File: src/rtl/mem_write_buffer_pkg.sv
// ----------------------------------------------------------------------------
// mem_write_buffer_pkg
// Shared definitions for the write-through store buffer:
//   - default address/data widths (common with cache_controller)
//   - drain-state encoding used by the buffer's drain FSM
// ----------------------------------------------------------------------------
package mem_write_buffer_pkg;

    localparam int WB_ADDR_W = 16;
    localparam int WB_DATA_W = 32;

    typedef enum logic {
        WB_IDLE  = 1'b0,
        WB_DRAIN = 1'b1
    } wb_state_e;

endpackage : mem_write_buffer_pkg

File: src/rtl/wb_entry_array.sv
// ----------------------------------------------------------------------------
// wb_entry_array
// Storage for the store-buffer entries (valid/addr/data per slot).
// Ports:
//   clk, rst_n              clock, async active-low reset (clears all valids)
//   wr_en/wr_idx/wr_addr/wr_data   write port (new entry or coalesce overwrite)
//   clr_en/clr_idx          invalidate a slot (head pop)
//   head_idx                current head; excluded from coalesce matching
//   coal_addr -> coal_hit/coal_idx   non-head address match for coalescing
//   fwd_addr  -> fwd_hit/fwd_data    forwarding lookup (non-head beats head)
//   rd_idx    -> rd_addr/rd_data     plain read used to load the RAM port
// ----------------------------------------------------------------------------
module wb_entry_array
    import mem_write_buffer_pkg::*;
#(
    parameter int DEPTH  = 4,
    parameter int ADDR_W = WB_ADDR_W,
    parameter int DATA_W = WB_DATA_W,
    parameter int PTR_W  = $clog2(DEPTH)
) (
    input  logic              clk,
    input  logic              rst_n,
    input  logic              wr_en,
    input  logic [PTR_W-1:0]  wr_idx,
    input  logic [ADDR_W-1:0] wr_addr,
    input  logic [DATA_W-1:0] wr_data,
    input  logic              clr_en,
    input  logic [PTR_W-1:0]  clr_idx,
    input  logic [PTR_W-1:0]  head_idx,
    input  logic [ADDR_W-1:0] coal_addr,
    output logic              coal_hit,
    output logic [PTR_W-1:0]  coal_idx,
    input  logic [ADDR_W-1:0] fwd_addr,
    output logic              fwd_hit,
    output logic [DATA_W-1:0] fwd_data,
    input  logic [PTR_W-1:0]  rd_idx,
    output logic [ADDR_W-1:0] rd_addr,
    output logic [DATA_W-1:0] rd_data
);

    logic [DEPTH-1:0]  valid_r;
    logic [ADDR_W-1:0] addr_r [DEPTH];
    logic [DATA_W-1:0] data_r [DEPTH];

    logic [DEPTH-1:0]  coal_vec_s;
    logic [DEPTH-1:0]  fwd_vec_s;
    logic [DATA_W-1:0] fwd_nh_data_s;
    logic              fwd_head_hit_s;

    // Per-slot match vectors; the head slot never takes part in either
    // vector because it may already be presented to RAM.
    always_comb begin
        coal_vec_s = {DEPTH{1'b0}};
        fwd_vec_s  = {DEPTH{1'b0}};
        for (int i = 0; i < DEPTH; i++) begin
            coal_vec_s[i] = valid_r[i] && (PTR_W'(i) != head_idx) && (addr_r[i] == coal_addr);
            fwd_vec_s[i]  = valid_r[i] && (PTR_W'(i) != head_idx) && (addr_r[i] == fwd_addr);
        end
    end

    // Encode coalesce index and select non-head forwarding data (at most one
    // non-head slot per address exists, so a plain one-hot mux suffices).
    always_comb begin
        coal_idx      = {PTR_W{1'b0}};
        fwd_nh_data_s = {DATA_W{1'b0}};
        for (int i = 0; i < DEPTH; i++) begin
            coal_idx      = coal_vec_s[i] ? PTR_W'(i) : coal_idx;
            fwd_nh_data_s = fwd_vec_s[i] ? data_r[i] : fwd_nh_data_s;
        end
        coal_hit = |coal_vec_s;
    end

    // Forwarding priority: a non-head entry is newer than the head entry.
    always_comb begin
        fwd_hit        = 1'b0;
        fwd_data       = {DATA_W{1'b0}};
        fwd_head_hit_s = valid_r[head_idx] && (addr_r[head_idx] == fwd_addr);
        if (|fwd_vec_s) begin
            fwd_hit  = 1'b1;
            fwd_data = fwd_nh_data_s;
        end else if (fwd_head_hit_s) begin
            fwd_hit  = 1'b1;
            fwd_data = data_r[head_idx];
        end else begin
            fwd_hit  = 1'b0;
            fwd_data = {DATA_W{1'b0}};
        end
    end

    // Plain read port for loading the RAM request registers.
    always_comb begin
        rd_addr = addr_r[rd_idx];
        rd_data = data_r[rd_idx];
    end

    // Slot storage: a pop clears the head valid, a write (new or coalesce)
    // sets its slot; the two never target the same slot in one cycle.
    always_ff @(posedge clk or negedge rst_n) begin
        if (!rst_n) begin
            valid_r <= {DEPTH{1'b0}};
            for (int i = 0; i < DEPTH; i++) begin
                addr_r[i] <= {ADDR_W{1'b0}};
                data_r[i] <= {DATA_W{1'b0}};
            end
        end else begin
            if (clr_en) begin
                valid_r[clr_idx] <= 1'b0;
            end
            if (wr_en) begin
                valid_r[wr_idx] <= 1'b1;
                addr_r[wr_idx]  <= wr_addr;
                data_r[wr_idx]  <= wr_data;
            end
        end
    end

endmodule : wb_entry_array

File: src/rtl/mem_write_buffer.sv
// ----------------------------------------------------------------------------
// mem_write_buffer
// Write-through store buffer between the cache controller and main memory.
// Queues stores in a circular FIFO, coalesces repeat stores to a queued
// (non-head) address, drains to RAM over a valid/ack handshake and forwards
// the newest queued data to lookups.
// Ports:
//   clk, rst_n                      clock, async active-low reset
//   wr_req/wr_addr/wr_data/wr_ready store input from cache controller
//   rd_req/rd_addr -> rd_hit/rd_hit_data  registered forwarding lookup
//   mem_we/mem_addr/mem_wdata/mem_ack     RAM write handshake
//   empty                           nothing queued and nothing in flight
// ----------------------------------------------------------------------------
module mem_write_buffer
    import mem_write_buffer_pkg::*;
#(
    parameter int DEPTH  = 4,
    parameter int ADDR_W = WB_ADDR_W,
    parameter int DATA_W = WB_DATA_W
) (
    input  logic              clk,
    input  logic              rst_n,
    input  logic              wr_req,
    input  logic [ADDR_W-1:0] wr_addr,
    input  logic [DATA_W-1:0] wr_data,
    output logic              wr_ready,
    input  logic              rd_req,
    input  logic [ADDR_W-1:0] rd_addr,
    output logic              rd_hit,
    output logic [DATA_W-1:0] rd_hit_data,
    output logic              mem_we,
    output logic [ADDR_W-1:0] mem_addr,
    output logic [DATA_W-1:0] mem_wdata,
    input  logic              mem_ack,
    output logic              empty
);

    localparam int PTR_W = $clog2(DEPTH);
    localparam int CNT_W = PTR_W + 1;
    localparam logic [CNT_W-1:0] CNT_FULL = CNT_W'(DEPTH);
    localparam logic [CNT_W-1:0] CNT_ONE  = {{(CNT_W-1){1'b0}}, 1'b1};
    localparam logic [CNT_W-1:0] CNT_ZERO = {CNT_W{1'b0}};
    localparam logic [PTR_W-1:0] PTR_ONE  = {{(PTR_W-1){1'b0}}, 1'b1};

    wb_state_e         state_r, state_nxt_s;
    logic [PTR_W-1:0]  head_r, tail_r;
    logic [CNT_W-1:0]  count_r;

    logic              mem_we_r;
    logic [ADDR_W-1:0] mem_addr_r;
    logic [DATA_W-1:0] mem_wdata_r;
    logic              rd_hit_r;
    logic [DATA_W-1:0] rd_hit_data_r;

    logic              push_s, push_new_s, pop_s;
    logic              coal_hit_s;
    logic [PTR_W-1:0]  coal_idx_s;
    logic [PTR_W-1:0]  wr_idx_s;
    logic [PTR_W-1:0]  next_head_s;
    logic [CNT_W-1:0]  remain_s;
    logic              load_s;
    logic [PTR_W-1:0]  load_idx_s;
    logic              load_bypass_s;
    logic [ADDR_W-1:0] arr_rd_addr_s;
    logic [DATA_W-1:0] arr_rd_data_s;
    logic              arr_fwd_hit_s;
    logic [DATA_W-1:0] arr_fwd_data_s;
    logic              fwd_hit_s;
    logic [DATA_W-1:0] fwd_data_s;

    // Ready is decoded from the registered count only, so a pop in the same
    // cycle cannot open the buffer early.
    assign wr_ready    = (count_r != CNT_FULL);
    assign empty       = (count_r == CNT_ZERO) && (state_r == WB_IDLE);
    assign mem_we      = mem_we_r;
    assign mem_addr    = mem_addr_r;
    assign mem_wdata   = mem_wdata_r;
    assign rd_hit      = rd_hit_r;
    assign rd_hit_data = rd_hit_data_r;

    assign push_s      = wr_req && wr_ready;
    assign push_new_s  = push_s && !coal_hit_s;
    assign pop_s       = (state_r == WB_DRAIN) && mem_ack;
    assign wr_idx_s    = coal_hit_s ? coal_idx_s : tail_r;
    assign next_head_s = head_r + PTR_ONE;
    // Entries left after this cycle's pop, counting a same-cycle new push.
    assign remain_s    = count_r - CNT_ONE + {{(CNT_W-1){1'b0}}, push_new_s};
    // A slot being written this cycle must be loaded from the write port,
    // otherwise the RAM would see stale (pre-coalesce or empty) contents.
    assign load_bypass_s = push_s && (wr_idx_s == load_idx_s);

    wb_entry_array #(
        .DEPTH  (DEPTH),
        .ADDR_W (ADDR_W),
        .DATA_W (DATA_W),
        .PTR_W  (PTR_W)
    ) u_entries (
        .clk       (clk),
        .rst_n     (rst_n),
        .wr_en     (push_s),
        .wr_idx    (wr_idx_s),
        .wr_addr   (wr_addr),
        .wr_data   (wr_data),
        .clr_en    (pop_s),
        .clr_idx   (head_r),
        .head_idx  (head_r),
        .coal_addr (wr_addr),
        .coal_hit  (coal_hit_s),
        .coal_idx  (coal_idx_s),
        .fwd_addr  (rd_addr),
        .fwd_hit   (arr_fwd_hit_s),
        .fwd_data  (arr_fwd_data_s),
        .rd_idx    (load_idx_s),
        .rd_addr   (arr_rd_addr_s),
        .rd_data   (arr_rd_data_s)
    );

    // Drain FSM next-state and RAM-port load decision.
    always_comb begin
        state_nxt_s = state_r;
        load_s      = 1'b0;
        load_idx_s  = head_r;
        case (state_r)
            WB_IDLE: begin
                if (count_r != CNT_ZERO) begin
                    state_nxt_s = WB_DRAIN;
                    load_s      = 1'b1;
                end else begin
                    state_nxt_s = WB_IDLE;
                end
            end
            WB_DRAIN: begin
                if (mem_ack) begin
                    if (remain_s != CNT_ZERO) begin
                        state_nxt_s = WB_DRAIN;
                        load_s      = 1'b1;
                        load_idx_s  = next_head_s;
                    end else begin
                        state_nxt_s = WB_IDLE;
                    end
                end else begin
                    state_nxt_s = WB_DRAIN;
                end
            end
            default: begin
                state_nxt_s = WB_IDLE;
            end
        endcase
    end

    // Forwarding priority: same-cycle accepted store, then queued entries.
    always_comb begin
        fwd_hit_s  = 1'b0;
        fwd_data_s = {DATA_W{1'b0}};
        if (push_s && (wr_addr == rd_addr)) begin
            fwd_hit_s  = 1'b1;
            fwd_data_s = wr_data;
        end else begin
            fwd_hit_s  = arr_fwd_hit_s;
            fwd_data_s = arr_fwd_data_s;
        end
    end

    // State register.
    always_ff @(posedge clk or negedge rst_n) begin
        if (!rst_n) begin
            state_r <= WB_IDLE;
        end else begin
            state_r <= state_nxt_s;
        end
    end

    // FIFO pointers and occupancy count.
    always_ff @(posedge clk or negedge rst_n) begin
        if (!rst_n) begin
            head_r  <= {PTR_W{1'b0}};
            tail_r  <= {PTR_W{1'b0}};
            count_r <= CNT_ZERO;
        end else begin
            if (pop_s) begin
                head_r <= next_head_s;
            end
            if (push_new_s) begin
                tail_r <= tail_r + PTR_ONE;
            end
            case ({push_new_s, pop_s})
                2'b10:   count_r <= count_r + CNT_ONE;
                2'b01:   count_r <= count_r - CNT_ONE;
                default: count_r <= count_r;
            endcase
        end
    end

    // RAM request registers: held stable until ack, reloaded on advance.
    always_ff @(posedge clk or negedge rst_n) begin
        if (!rst_n) begin
            mem_we_r    <= 1'b0;
            mem_addr_r  <= {ADDR_W{1'b0}};
            mem_wdata_r <= {DATA_W{1'b0}};
        end else begin
            mem_we_r <= (state_nxt_s == WB_DRAIN);
            if (load_s) begin
                mem_addr_r  <= load_bypass_s ? wr_addr : arr_rd_addr_s;
                mem_wdata_r <= load_bypass_s ? wr_data : arr_rd_data_s;
            end
        end
    end

    // Registered forwarding result; data holds its last hit value.
    always_ff @(posedge clk or negedge rst_n) begin
        if (!rst_n) begin
            rd_hit_r      <= 1'b0;
            rd_hit_data_r <= {DATA_W{1'b0}};
        end else begin
            rd_hit_r <= rd_req && fwd_hit_s;
            if (rd_req && fwd_hit_s) begin
                rd_hit_data_r <= fwd_data_s;
            end
        end
    end

endmodule : mem_write_buffer

File: config.mk
export PLATFORM = sky130hd
export DESIGN_NAME = mem_write_buffer
export DESIGN_NICKNAME = d
export VERILOG_FILES = /design/src/rtl/mem_write_buffer_pkg.sv /design/src/rtl/wb_entry_array.sv /design/src/rtl/mem_write_buffer.sv
export SDC_FILE = /design/constraint.sdc
export NUM_CORES = 1
export LEC_CHECK = 0
export CAP_MARGIN = 20
export CORE_MARGIN = 3
export CORE_UTILIZATION = 28
export DETAILED_ROUTE_END_ITERATION = 8
export GPL_ROUTABILITY_DRIVEN = 0
export PLACE_DENSITY_LB_ADDON = 0.08
export RECOVER_POWER = 100
export SLEW_MARGIN = 20
export SYNTH_ARGS = -nofsm -noshare
export SYNTH_HDL_FRONTEND = slang
export SYNTH_HIERARCHICAL = 1
export SYNTH_SLANG_ARGS = --single-unit
File: constraint.sdc
create_clock -name clk -period 6.3 [get_ports clk]
set_input_delay 0.63 -clock clk [delete_from_list [all_inputs] [get_ports clk]]
set_output_delay 0.63 -clock clk [all_outputs]
set_load 0.01 [all_outputs]
Word level (Yosys, flattened, before mapping)
Cells that the tools add are included.
{ "totals": {"regBits": 285, "output_inout_bits": 84, "wordCells": 137} }
{ "classes": {"n_addsub": 5, "reduce_logical": 31, "n_eq_ne": 17, "n_lt_le_gt_ge": 8, "n_bitwise": 7, "muxes": 52} }
{ "op_table": {"columns": ["cell", "count"], "rows": [
  ["two-way mux 32 bit", 13],
  ["equality test 16 bit", 10],
  ["binary-select mux 32 bit (select 2 bit)", 2],
  ["bitwise mux 128 bit", 1],
  ["two-way mux 16 bit", 6],
  ["binary-select mux 16 bit (select 2 bit)", 2],
  ["bitwise mux 64 bit", 1],
  ["demux 32 bit (select 2 bit)", 1],
  ["demux 16 bit (select 2 bit)", 1],
  ["logical AND 1 bit", 23],
  ["two-way mux 2 bit", 6],
  ["two-way mux 1 bit", 11],
  ["greater-or-equal comparator 3 bit (second input constant)", 3],
  ["NOT 2 -> 3 bit", 3],
  ["two-way mux 4 bit", 2],
  ["OR reduction 4 bit", 2],
  ["less-than comparator 2 x 3 -> 1 bit (second input constant)", 2],
  ["one-hot mux 3 bit (2 select lines)", 1],
  ["nonzero test 3 bit", 2],
  ["adder 2 x 1 -> 2 bit (second input constant)", 2],
  ["bitwise AND 4 bit", 1],
  ["demux 1 bit (select 2 bit)", 2],
  ["greater-or-equal comparator 2 x 1 -> 1 bit (second input constant)", 2],
  ["inequality test 2 bit (first input constant)", 2],
  ["other kinds (17)", 19]
]} }

Longest topological paths before layout
{ "depth": {"ltp_word": 16, "ltp_mapped": 18} }

Modules after synthesis
The synthesis kept the hierarchy.
{ "modules_own_cells": {"columns": ["module", "seq_area_each_um2", "cells_per_inst", "n_inst", "area_each_um2"], "rows": [
  ["wb_entry_array", 4904.7, 1042, 1, 13017.5],
  ["mem_write_buffer", 2227.1, 530, 1, 4823.4]
]} }

Worst setup path before layout
Ideal clock, no wire load.
{ "synth_timing": {"path_type": "reg-to-reg", "start": "reg head_r[1]", "end": "reg mem_wdata_r[11] (netlist: mem_wdata[11])", "t_required_ns": 6.174, "arrival_time_ns": 4.471, "stages_incl_launch_ff": 18, "setup_time_ns": 0.126, "slack_ns": 1.703, "path_cell_list": "dfrtp_1 buf_2 buf_2 buf_1 o21ai_0 nor3_1 a311o_1 nor2_1 ha_1 ha_1 xnor3_2 a21oi_4 xor2_1 buf_2 buf_1 mux4_2 o21ai_0 a21oi_1"} }
{ "synth_between": {"elab_chain_cells": 16, "elab_cells_between_ends": 35, "classes_between": "add/sub (2); eq/ne (4); mux (14); bitwise (1); reduce/logical (14)"} }
{ "synth_rtl": {"columns": ["item", "line", "rtl"], "rows": [
  ["start, declared", "mem_write_buffer.sv:46", "logic [PTR_W-1:0] head_r, tail_r;"],
  ["start signal, assigned", "mem_write_buffer.sv:176", "head_r <= {PTR_W{1'b0}};"],
  ["start signal, assigned", "mem_write_buffer.sv:181", "head_r <= next_head_s;"],
  ["inequality test 1 x 2 -> 1 bit (tied with other cells)", "wb_entry_array.sv:56", "coal_vec_s[i] = valid_r[i] && (PTR_W'(i) != head_idx) && (addr_r[i] == coal_addr);"],
  ["logical AND 1 bit (2 in a row)", "wb_entry_array.sv:56", null],
  ["OR reduction 4 bit *", "wb_entry_array.sv:70", "coal_hit = |coal_vec_s;"],
  ["via coal_hit_s", "mem_write_buffer.sv:56", "logic coal_hit_s;"],
  ["logical NOT 1 bit *", "mem_write_buffer.sv:82", "assign push_new_s = push_s && !coal_hit_s;"],
  ["logical AND 1 bit *", "mem_write_buffer.sv:82", null],
  ["via push_new_s", "mem_write_buffer.sv:55", "logic push_s, push_new_s, pop_s;"],
  ["adder 3 x 1 -> 3 bit *", "mem_write_buffer.sv:87", "assign remain_s = count_r - CNT_ONE + {{(CNT_W-1){1'b0}}, push_new_s};"],
  ["(+2 left out)", null, null],
  ["two-way mux 2 bit *", "mem_write_buffer.sv:133", "if (mem_ack) begin"],
  ["two-way mux 2 bit *", "mem_write_buffer.sv:123", "case (state_r)"],
  ["via load_idx_s[0]", "mem_write_buffer.sv:62", "logic [PTR_W-1:0] load_idx_s;"],
  ["NOT 2 -> 3 bit (implied by the code) *", "wb_entry_array.sv:93", "rd_data = data_r[rd_idx];"],
  ["binary-select mux 32 bit (select 2 bit) *", "wb_entry_array.sv:93", null],
  ["two-way mux 32 bit (implied by the code) * (2 in a row)", "wb_entry_array.sv:93", null],
  ["via arr_rd_data_s[11]", "mem_write_buffer.sv:65", "logic [DATA_W-1:0] arr_rd_data_s;"],
  ["two-way mux 32 bit *", "mem_write_buffer.sv:204", "mem_wdata_r <= load_bypass_s ? wr_data : arr_rd_data_s;"],
  ["end signal, assigned", "mem_write_buffer.sv:199", "mem_wdata_r <= {DATA_W{1'b0}};"],
  ["end signal, assigned", "mem_write_buffer.sv:204", null],
  ["end, declared", "mem_write_buffer.sv:51", "logic [DATA_W-1:0] mem_wdata_r;"]
]} }
Mark *: on every way through the listed nets, which the timed path passes. The rest lies on a longest branch. The select of a mux whose other input is x is not followed.
A chain may end at the register's enable or synchronous reset.

Worst setup path after layout
{ "layout_timing": {"start": "in wr_addr[8]", "end": "reg u_entries/data_r[1] (netlist name)"} }
{ "layout_between": {"elab_cells_between_ends": 20, "classes_between": "order compare (2); eq/ne (4); mux (7); bitwise (1); reduce/logical (6)"} }
{ "layout_rtl": {"columns": ["item", "line", "rtl"], "rows": [
  ["start, declared", "mem_write_buffer.sv:24", "input logic [ADDR_W-1:0] wr_addr,"],
  ["equality test 16 bit", "wb_entry_array.sv:56", null],
  ["logical AND 1 bit", "wb_entry_array.sv:56", null],
  ["OR reduction 4 bit *", "wb_entry_array.sv:70", null],
  ["via coal_hit_s", "mem_write_buffer.sv:56", null],
  ["two-way mux 2 bit *", "mem_write_buffer.sv:84", "assign wr_idx_s = coal_hit_s ? coal_idx_s : tail_r;"],
  ["via wr_idx_s[0]", "mem_write_buffer.sv:58", "logic [PTR_W-1:0] wr_idx_s;"],
  ["NOT 2 -> 3 bit (implied by the code) *", "wb_entry_array.sv:112", "data_r[wr_idx] <= wr_data;"],
  ["greater-or-equal comparator 3 bit (implied by the code) / less-than comparator 3 x 1 -> 1 bit (equally long branches)", "wb_entry_array.sv:112", null],
  ["logical AND 1 bit (implied by the code)", "wb_entry_array.sv:112", null],
  ["two-way mux 32 bit (implied by the code)", "wb_entry_array.sv:112", null],
  ["demux 32 bit (select 2 bit) *", "wb_entry_array.sv:112", null],
  ["bitwise mux 128 bit *", "wb_entry_array.sv:112", null],
  ["end signal, assigned by index", "wb_entry_array.sv:103", "data_r[i] <= {DATA_W{1'b0}};"],
  ["end signal, assigned by index", "wb_entry_array.sv:112", null],
  ["end, declared", "wb_entry_array.sv:43", "logic [DATA_W-1:0] data_r [DEPTH];"]
]} }
Mark *: on every way through the listed nets, which the timed path passes. The rest lies on a longest branch.

==> results.sh <==
export IMPL_async_flop_share=1.000
export IMPL_fill_cells=6355
export IMPL_cts_buffers=39
export IMPL_grt_pass1_vias=14980
export IMPL_worst_pin_slew_ps=3215
export IMPL_crit_fanout=24
export IMPL_pwr_share_comb=0.532
export IMPL_die_h_um=258.4
export IMPL_cts_clk_slew_worst_paths_ps=60
export IMPL_cts_resized=0
export IMPL_seqCellArea_um2=7136
export IMPL_ir_drop_mv=0.5790
export IMPL_sequentialPowerShare=0.296
export IMPL_ioPinCount=153
export IMPL_ys_warn_count=6
export IMPL_synth_edf_count=0
export IMPL_violations="capacitance limit, slew limit"
export IMPL_synth_yosys_seq_area_share=0.3997
export IMPL_num_rows=91
export IMPL_ant_nets=0
export IMPL_final_common_cell="dfrtp_1"
export IMPL_routed_via_density=5.492
export IMPL_sw_frac_of_total=0.4262
export IMPL_drt_iter0_drc=920
export IMPL_p_per_area_nw_per_um2=591.1
export IMPL_worst_setup_path_start_kind="input pin"
export IMPL_synthFlopType="dfrtp_1"
export IMPL_finalSetupTns_ps=0
export IMPL_syn_avg_cell_area_um2=11.35
export IMPL_cp_arrival_ps=6120
export IMPL_syn_area_um2=17840
export IMPL_syn_inst=1572
export IMPL_initial_core_util=0.2859
export IMPL_vias=13900
export IMPL_die_w_um=258.4
export IMPL_leakagePower_nw=8.574
export IMPL_critPathRequiredTime_ps=6740
export IMPL_drc=0
export IMPL_wl_um=69360
export IMPL_dp_hpwl_um=41890
export IMPL_antenna_found_initial=1
export IMPL_post_cts_buffers=0
export IMPL_synth_nets=1647
export IMPL_dpl_instance_area_um2=20270
export IMPL_htreeDepth=2
export IMPL_grt_pass1_wl_um=103900
export IMPL_cts_tree="done"
export IMPL_dr_pass1_iters=5
export IMPL_stdcell_area_um2=21410
export IMPL_final_hold_violation_count=0
export IMPL_ys_ff_latch=285
export IMPL_nets=1739
export IMPL_die_area_um2=66780
export IMPL_synth_distinct_cells=56
export IMPL_drv_slew=310
export IMPL_port_buffers=152
export IMPL_rsz0062_at_grt="false"
export IMPL_drive_gt1_frac=0.2416
export IMPL_max_cap_viol_count=6
export IMPL_clkPwrFrac=0.172
export IMPL_grt_max_degree=106
export IMPL_outcome="finished, violations left"
export IMPL_rrSetupSlack_ps=1190
export IMPL_slew_headroom=-1.144
export IMPL_wl_per_cell_um=27.41
export IMPL_grt_use_total=0.2063
export IMPL_multi_input_area_um2=9923
export IMPL_cts_sinks=285
export IMPL_cts_buffer_depth=3
export IMPL_power_internal_w=0.007262
export IMPL_final_cell_mix="284 x dfrtp_1, 192 x mux2_2, 112 x nand2_1"
export IMPL_ctsHoldBuffers=0
export IMPL_finalClockSkew_ps=27.38
export IMPL_switching_power_w=0.005393
export IMPL_fin_crit_ps=5685
export IMPL_worstHoldPathType="input pin to asynchronous set/reset pin"
export IMPL_fin_crit_sh=0.9024
export IMPL_core_area_um2=62390
export IMPL_area_growth_synth_to_final_pct=19.99
export IMPL_finalSetupViolCount=0
export IMPL_crit_type="input pin to flip-flop"
export IMPL_clock_latency_ps=570
export IMPL_grt_overflow=0
export IMPL_final_util=0.3431
export IMPL_fmax_mhz=175.9
export IMPL_end_kind="flip-flop"
export IMPL_clock_root_buffer="clkbuf_16"
[flip-flops by register name, indices dropped and copies added, names as in the netlist]
signal             count
u_entries/valid_r      4
u_entries/addr_r      64
head_r                 2
mem_addr              16
mem_we                 1
count_r                3
u_entries/data_r     128
rd_hit                 1
tail_r                 2
rd_hit_data           32
mem_wdata             32
[critical path, cell delays in order]
cell,delay (ps)
dlygate4sd3_1,880
clkbuf_1,190
xor2_1,90
nor4_1,490
nand4_1,230
nor3_1,280
a311o_1,250
mux2_1,480
nand3_1,740
clkbuf_2,1020
buf_4,440
mux2_2,370
[synthesized netlist by cell type, drive strengths merged (2+ instances only)]
library cell | n | area share
dfrtp | 285 | 0.40
mux2 | 193 | 0.12
nand2 | 114 | 0.024
xnor2 | 102 | 0.050
mux4 | 97 | 0.12
clkbuf | 80 | 0.017
xor2 | 69 | 0.034
buf | 67 | 0.022
nor2 | 54 | 0.011
o21ai | 52 | 0.015
a21oi | 50 | 0.015
a31oi | 49 | 0.017
inv | 45 | 0.0095
mux2i | 34 | 0.019
and3 | 33 | 0.012
a221o | 32 | 0.018
a22o | 32 | 0.016
a211oi | 31 | 0.013
o22a | 31 | 0.015
o22ai | 31 | 0.011
nand4 | 24 | 0.0084
nor4 | 15 | 0.0061
nor3 | 9 | 0.0028
nand3 | 7 | 0.0020
ha | 6 | 0.0042
nand3b | 3 | 0.0013
nor3b | 3 | 0.0013
o211ai | 2 | 0.00084
o31ai | 2 | 0.00084
or2 | 2 | 0.00070
or4 | 2 | 0.00084
[power by group through the flow]
stage                     Sequential [W]  Clock (W)  Combinational (W)
final                            0.00375    0.00217            0.00673
after detailed placement         0.00378          0            0.00684
after global routing             0.00388    0.00232            0.00724
after CTS                        0.00376    0.00223            0.00686
after global placement           0.00377          0            0.00680
after floorplan                  0.00343          0            0.00467
[path summary, 6_finish.rpt]
| path | startpoint | end | depth (start not counted) |
|---|---|---|---|
| setup / recovery | wr_addr[8] | u_entries/data_r[1] | 12 |
| hold / removal | rst_n | rd_hit_data[6] | 1 |
| setup reg to reg | u_entries/addr_r[40] | u_entries/data_r[1] | 10 |
| hold reg to reg | tail_r[1] | tail_r[1] | 1 |
| max in group asynchronous | rst_n | head_r[0] | 2 |
| min in group clk | tail_r[1] | tail_r[1] | 1 |
[through the flow]
step                hold slack [ps]  power (W)  instances  setup WS [ps]
CTS                           106.5    0.01285       2530           1153
finish                        58.98    0.01265       2531          615.0
floorplan                     334.4   0.008102       1572           1703
global route                  111.1    0.01343       2530          507.7
detailed placement            464.2    0.01062       2460          590.8
global placement              486.0    0.01057       2460          651.4
[metal layers]
metal	wire [um]	global-route usage	vias to the layer above	share of wire
li1	-	-	6043	-
met5	0	0	-	0
met4	1726	0.05857	0	0.025
met2	33880	0.3490	478	0.49
met3	3902	0.03039	108	0.056
met1	29850	0.2750	7271	0.43
[cells by family after synthesis]
kind of cell / count (synthesis) / share of synthesized area
flip-flops: 285 / 0.3997
XOR/XNOR: 172 / 0.08528
adder cells (fa/ha/maj): 6 / 0.004208
buffers and inverters: 192 / 0.04825
AO/OA/AOI/OAI: 323 / 0.1269
multiplexers: 324 / 0.2633
AND/OR/NAND/NOR: 270 / 0.07223
[layout make-up]
type | count | share of cell area
clock buffers | 63 | 0.05494
repair buffers | 198 | 0.08884
inverters | 45 | 0.007891
diodes | 1 | 0.0001169
flip-flops and latches | 285 | 0.3333
well taps | 837 | 0.04892
clock inverters | 7 | 0.002396
multi-input cells | 1095 | 0.4636
No activity file was read; power rests on OpenSTA's default activity.
